File: src/rtl/msgbus_switch.sv
// Single-stage crossbar between NUM_HARTS message units with per-destination
// round-robin arbitration, sender stamping and a saturating bad-address counter.
module msgbus_switch #(
  parameter int          NUM_HARTS    = 4,
  parameter logic [31:0] BASE_ADDRESS = 32'h0
) (
  input  logic                    clk,
  input  logic                    rst,
  input  logic [NUM_HARTS-1:0]    snd_val_i,
  output logic [NUM_HARTS-1:0]    snd_ack_o,
  input  logic [NUM_HARTS*32-1:0] snd_dst_i,
  input  logic [NUM_HARTS*32-1:0] snd_tag_i,
  input  logic [NUM_HARTS*64-1:0] snd_msg_i,
  output logic [NUM_HARTS-1:0]    rcv_val_o,
  input  logic [NUM_HARTS-1:0]    rcv_rdy_i,
  output logic [NUM_HARTS*32-1:0] rcv_src_o,
  output logic [NUM_HARTS*32-1:0] rcv_tag_o,
  output logic [NUM_HARTS*64-1:0] rcv_msg_o,
  output logic [15:0]             err_count_o
);

  localparam int IW = (NUM_HARTS > 1) ? $clog2(NUM_HARTS) : 1;

  logic [NUM_HARTS-1:0]           ack_reg;
  logic [NUM_HARTS-1:0]           ack_next;
  logic [NUM_HARTS-1:0]           req;
  logic [NUM_HARTS-1:0]           dst_ok;
  logic [NUM_HARTS-1:0]           bad;
  logic [NUM_HARTS*32-1:0]        idx_flat;
  // grant_flat[d*NUM_HARTS + s] is set when destination d grants source s
  logic [NUM_HARTS*NUM_HARTS-1:0] grant_flat;
  logic [15:0]                    err_count_reg;
  logic [15:0]                    err_count_next;
  logic [16:0]                    err_sum;

  genvar gi;

  // A source that is being acked this cycle is already consumed, so it is masked.
  generate
    for (gi = 0; gi < NUM_HARTS; gi++) begin : g_src
      assign idx_flat[32*gi +: 32] = snd_dst_i[32*gi +: 32] - BASE_ADDRESS;
      assign dst_ok[gi]            = idx_flat[32*gi +: 32] < 32'(NUM_HARTS);
      assign req[gi]               = snd_val_i[gi] & ~ack_reg[gi];
      assign bad[gi]               = req[gi] & ~dst_ok[gi];
    end
  endgenerate

  always_comb begin
    ack_next = bad;
    for (int d = 0; d < NUM_HARTS; d++) begin
      for (int s = 0; s < NUM_HARTS; s++) begin
        if (grant_flat[d*NUM_HARTS + s]) ack_next[s] = 1'b1;
      end
    end
  end

  always_comb begin
    err_sum = {1'b0, err_count_reg};
    for (int s = 0; s < NUM_HARTS; s++) begin
      err_sum = err_sum + 17'(bad[s]);
    end
    err_count_next = err_sum[16] ? 16'hFFFF : err_sum[15:0];
  end

  always_ff @(posedge clk) begin
    if (rst) begin
      ack_reg       <= '0;
      err_count_reg <= '0;
    end else begin
      ack_reg       <= ack_next;
      err_count_reg <= err_count_next;
    end
  end

  assign snd_ack_o   = ack_reg;
  assign err_count_o = err_count_reg;

  generate
    for (gi = 0; gi < NUM_HARTS; gi++) begin : g_dst
      logic                 val_reg;
      logic [31:0]          src_reg;
      logic [31:0]          tag_reg;
      logic [63:0]          msg_reg;
      logic [IW-1:0]        last_reg;
      logic [IW-1:0]        sel;
      logic [NUM_HARTS-1:0] cand;
      logic [NUM_HARTS-1:0] grant_oh;
      logic                 grant_any;
      logic                 slot_free;
      int                   cs;

      assign slot_free = ~val_reg | rcv_rdy_i[gi];

      // Round-robin search starting just after the last granted source.
      always_comb begin
        cand      = '0;
        grant_oh  = '0;
        grant_any = 1'b0;
        sel       = '0;
        cs        = 0;
        for (int s = 0; s < NUM_HARTS; s++) begin
          cand[s] = req[s] & dst_ok[s] & (idx_flat[32*s +: 32] == 32'(gi));
        end
        if (slot_free) begin
          for (int k = 1; k <= NUM_HARTS; k++) begin
            cs = int'(last_reg) + k;
            if (cs >= NUM_HARTS) cs = cs - NUM_HARTS;
            if (!grant_any && cand[cs]) begin
              grant_any    = 1'b1;
              sel          = IW'(cs);
              grant_oh[cs] = 1'b1;
            end
          end
        end
      end

      assign grant_flat[gi*NUM_HARTS +: NUM_HARTS] = grant_oh;

      always_ff @(posedge clk) begin
        if (rst) begin
          val_reg  <= 1'b0;
          src_reg  <= '0;
          tag_reg  <= '0;
          msg_reg  <= '0;
          last_reg <= IW'(NUM_HARTS - 1);
        end else if (grant_any) begin
          val_reg  <= 1'b1;
          src_reg  <= BASE_ADDRESS + 32'(sel);
          tag_reg  <= snd_tag_i[32*int'(sel) +: 32];
          msg_reg  <= snd_msg_i[64*int'(sel) +: 64];
          last_reg <= sel;
        end else if (rcv_rdy_i[gi]) begin
          val_reg  <= 1'b0;
        end
      end

      assign rcv_val_o[gi]         = val_reg;
      assign rcv_src_o[32*gi +: 32] = src_reg;
      assign rcv_tag_o[32*gi +: 32] = tag_reg;
      assign rcv_msg_o[64*gi +: 64] = msg_reg;
    end
  endgenerate

endmodule

File: config.mk
export PLATFORM = sky130hd
export DESIGN_NAME = msgbus_switch
export DESIGN_NICKNAME = d
export VERILOG_FILES = /design/src/rtl/msgbus_switch.sv
export SDC_FILE = /design/constraint.sdc
export NUM_CORES = 2
export LEC_CHECK = 0
export ABC_CLOCK_PERIOD_IN_PS = 5100
export BUFFER_PORTS_ARGS = -buffer_cell sky130_fd_sc_hd__buf_2
export CORE_AREA = 2 2 416 418
export CTS_BUF_LIST = sky130_fd_sc_hd__clkbuf_16
export DETAILED_ROUTE_END_ITERATION = 8
export DIE_AREA = 0 0 418 420
export PLACE_DENSITY_LB_ADDON = 0.1
export SLEW_MARGIN = 10
export SYNTH_ARGS = -nofsm -noshare
export SYNTH_HDL_FRONTEND = slang
export SYNTH_SLANG_ARGS = --single-unit
File: constraint.sdc
create_clock -name clk -period 5.1 [get_ports clk]
set_input_delay 1.02 -clock clk [delete_from_list [all_inputs] [get_ports clk]]
set_output_delay 1.02 -clock clk [all_outputs]
set_load 0.02 [all_outputs]
[Word-level counts from Yosys, hierarchy flattened]
Cells that the tools add are included.
Cells by class
  $add $sub $neg: 36
  magnitude comparators: 52
  equality and inequality tests: 12
  shift operators: 8
  multiplexer cells: 221
  bitwise logic cells: 56
  reduce and logical (&&, ||, !) cells: 48
Operators by type and width (count)
  $mux W32: 32
  $shiftx A256 B9 Y64: 4
  $ge A32 B1 Y1 const B: 16
  $lt A32 B4 Y1 const B: 16
  $shiftx A128 B8 Y32: 4
  $eq A32 B2 Y1 const B: 8
  $eq A32 B1 Y1 const B: 4
  $logic_not A32 Y1: 4
  $lt A32 B3 Y1 const B: 4
  $mux W4: 32
  $mux W1: 104
  $add A17 B1 Y17: 3
  $or A4 B4 Y4: 12
  $sub A3 B3 Y4 const B: 12
  $mux W2: 20
  $ge A3 B3 Y1 const B: 12
  $bmux W1 S2: 16
  $demux W1 S2: 16
  $and A1 B1 Y1: 28
  $logic_and A1 B1 Y1: 28
  $add A2 B2 Y3 const B: 8
  $sub A4 B3 Y5 const B: 4
  $add A16 B1 Y17: 1
  $add A2 B3 Y4 const B: 4
  other kinds (7): 41
Storage, ports and cells
  register bits: 424
  bits of input ports: 522
  output and inout bits: 536
  logic and storage cells: 455

[Logic depth before layout (Yosys ltp)]
  depth in word-level cells: 25
  mapped depth: 17
  mapped depth without buffers: 16

[Worst setup path before layout]
No wires, ideal clock.
  kind: input-to-reg
  from: input snd_dst_i[12]
  to: register err_count_reg[11] (netlist: err_count_o[11])
  arrival: 4.016 ns
  required time: 5.029 ns
  path slack: 1.014 ns
  stages on the path: 16
  path buffers: 2
  cell sequence: nor4_1 > nand2_1 > nor3_1 > buf_2 > nor2_1 > inv_1 > fa_1 > inv_1 > fa_1 > fa_1 > and3_1 > nand3_1 > nor3_1 > nand2_1 > clkbuf_1 > a21oi_1
Between the ends
  longest elaborated chain between the ends: 8
RTL lines
  start: declaration: RTL line 11  | input logic [NUM_HARTS*32-1:0] snd_dst_i,
  $lt A32 B3 Y1: RTL line 42  | assign dst_ok[gi] = idx_flat[32*gi +: 32] < 32'(NUM_HARTS);
  $not A1 Y1: RTL line 44  | assign bad[gi] = req[gi] & ~dst_ok[gi];
  $and A1 B1 Y1: RTL line 44
  $add A16 B1 Y17: RTL line 60  | err_sum = err_sum + 17'(bad[s]);
  $add A17 B1 Y17 (3 in a row): RTL line 60
  $mux W16: RTL line 62  | err_count_next = err_sum[16] ? 16'hFFFF : err_sum[15:0];
  end signal: assignment: RTL line 71  | err_count_reg <= err_count_next;
  end: declaration: RTL line 32  | logic [15:0] err_count_reg;
Every way passes these cells.
A chain may end at the register's enable or synchronous reset.

[Worst setup path after layout]
  from: input snd_dst_i[29]
  to: register err_count_reg[0] (netlist: err_count_o[0])
Same word-level chain as after synthesis.

==> metrics <==
Most used DFF post-synth=dfxtp_1; RSZ-0062 raised after global routing=false; Die H=between 400 and 500 um; f_max=around 0.24 GHz; I/O Buffers=937; DPL Wire Length=135,000 um; peak supply drop=~0.21 mV; core area=about 170,000 um^2; EDFF count, synth=0; Placed Instances=between 6,000 and 7,000; Synth cell types=between 70 and 80; Int Power=slightly above 6 mW; busiest grt layer=met2; hold_sp=g_dst[2].src_reg[0]$_SDFFE_PP0P_; commonest non-fill, non-tap cell in the layout=buf_2; Final Wtd Congestion=around 0.83; post-CTS sizing=0; Async S/R FF share, synth=0%; met1 Resource Use GR=around 25%; layout cell share with drive strength beyond 1=28.7%; commonest non-fill, non-tap cells in the layout=936 x buf_2, 424 x dfxtp_1, 419 x nand2_1; combinational share of power=between 10% and 20%; vias per cell=roughly 4.9; Detail Route Antenna Nets=0; post-synthesis register bit count=about 420; syn_area_per_cell=roughly 8 um^2; non-filler cells in the finished layout=6,845; final-report hold violation count=0; max reg flops=approximately 260; power share of the sequential group=between 30% and 40%; Hold Crit Class=reg2reg; cts bufs inserted=67; mapped cell area=30,500 um^2; clock sink count=between 400 and 500; Warnings, synthesis=0; drt first-iter violations=1,921; Initial Util=between 10% and 20%; Worst setup EP type=flop; P_sw=between 2 and 3 mW; P&R area growth vs syn=31.0%; sequential area share after synthesis=between 20% and 30%; Reg-to-Reg Start=snd_ack_o[2]$_SDFF_PP0_; Worst Max-Slew Pin Slew=between 0.9 and 1 ns; Root Driver=clkbuf_16; M3 GR Usage=roughly 3.2%; Pleak=16.8 nW; Final nets=5,095; reg2reg setup slack=about 1.2 ns; Worst-path clk slew=0.06 ns; clock tree buffer depth=3; CP Max Fanout=13; post-route setup TNS=0 ns; htree depth=3; WL/cell=27.6 um; DRC viols=0; row count=152; Clk Latency, worst-skew pair=0.69 ns; drt pass-1 iters=6; crit share post-route=between 80% and 90%; max-cap violation count=0; Die ar.=roughly 180,000 um^2; final WL=189,000 um; antenna violations before repair=between 40 and 50; number of global-route vias before repair=between 30,000 and 40,000; Rel. slew slack=a little over a third; total number of vias=approximately 34,000; Setup violations, final=0; Filler cells=approximately 19,000; M2 GR Usage=a little over a third; clock network power share=51.6%; pin count of the biggest net entering global routing=between 100 and 150; status=completed; P per Cell Area=221 nW/um^2; IO Pins=approximately 1,100; global-route wire length before repair=approximately 260,000 um; hold buffer count at CTS=0; sw frac=between 20% and 30%; post-layout util=23.4%; CP Launch Point=snd_dst_i[29]; critical path class=in2reg; Syn Inst Count=3,785; crit path DAT=around 4.7 ns; final slew viol count=0; CTS tree=built; Setup Buffers After CTS=0; Tmin final=slightly above 4 ns; remaining global-route overflow=0; Layout Skew=around 0.044 ns; total track usage=about a fifth; die width=418 um; Worst Setup Start Kind=primary input; Worst Path Required=approximately 5.7 ns
[power groups by stage]
stage / combinational, mW / sequential [mW] / clock [mW]
after floorplan: 0.447 / 3.43 / 0
after global placement: 0.944 / 3.41 / 0
after detailed placement: 0.937 / 3.41 / 0
after CTS: 0.940 / 3.34 / 4.76
after global routing: 1.02 / 3.34 / 4.86
final: 0.938 / 3.34 / 4.56
[metal layers]
metal  vias up  routed length (um)  share of wire, %
met3       278                8830               4.7
met1     16700               79300                42
met4        28                6720               3.6
li1      15500                   -                 -
met2      1085               94000                50
met5         -                 176             0.093
[cells by family after synthesis]
family / share of synthesized area (%)
other: 0.0123
xor gates and xnor gates: 0.316
buffers and inverters: 10.1
muxes: 17.1
DFF: 27.8
AOI/OAI and AO/OA: 25.1
adders and majority gates: 1.55
and+or+nand+nor: 17.9
[metrics by stage]
step / total power, mW / hold slack, ns / worst slack, ns / area [um^2]
floorplan: 3.87 / 0.530 / 1.01 / 30900
global placement: 4.36 / 0.445 / 0.342 / 37800
detailed placement: 4.35 / 0.447 / 0.281 / 37800
CTS: 9.04 / 0.455 / 1.02 / 39900
global route: 9.22 / 0.473 / 0.626 / 39900
finish: 8.84 / 0.455 / 0.984 / 39900
[final timing paths]
path                            cells after the start                                end
worst min-delay path                                2   g_dst[2].src_reg[0]$_SDFFE_PP0P_
worst max-delay path                               17          err_count_o[0]$_SDFF_PP0_
worst max register to register                     11  g_dst[1].tag_reg[28]$_SDFFE_PP0P_
worst min register to register                      2   g_dst[2].src_reg[0]$_SDFFE_PP0P_
[worst max-delay path, stage by stage]
cell and delay, ns:
buf_2 0.11, nor4_1 0.38, nand4_1 0.21, nor3_1 0.18
buf_4 0.14, nor2_1 0.06, inv_1 0.10, fa_1 0.42
inv_1 0.09, fa_1 0.22, fa_1 0.31, and3_1 0.23
nand3_1 0.17, nor3_1 0.24, buf_4 0.18, nand2_1 0.37
a21oi_1 0.26
[Yosys cell counts (30+ instances only)]
library cell  number  area (um^2)
o211ai_1         218         1640
inv_1            112          420
nor2_1            41          154
o2111ai_1        100          876
o311ai_0          44          385
nand2_1          422         1580
o21ai_0          212         1060
a21oi_1          235         1180
nand3b_1          96          721
nor4_1            33          206
o311a_1           78          781
ha_1              33          413
mux2i_1          396         3960
buf_4            148         1110
o311ai_1          53          464
buf_2             49          245
nor3_1            30          150
nand3_1          137          686
and3_1           201         1260
dfxtp_1          424         8490
mux2_2            98         1100
o21ai_1           77          385
clkbuf_1         298         1120
[final cells by class]
class	count	area, um^2	area share, %
Clock buffer	68	1700	4.26
Tap cell	2233	2790	7.00
Clock inverter	52	364	0.912
Timing Repair Buffer	1083	6570	16.5
Antenna cell	24	60.1	0.150
Inverter	116	435	1.09
Sequential cell	424	8490	21.3
Multi-Input combinational cell	2845	19500	48.9
(Power assumes the default switching activity.)
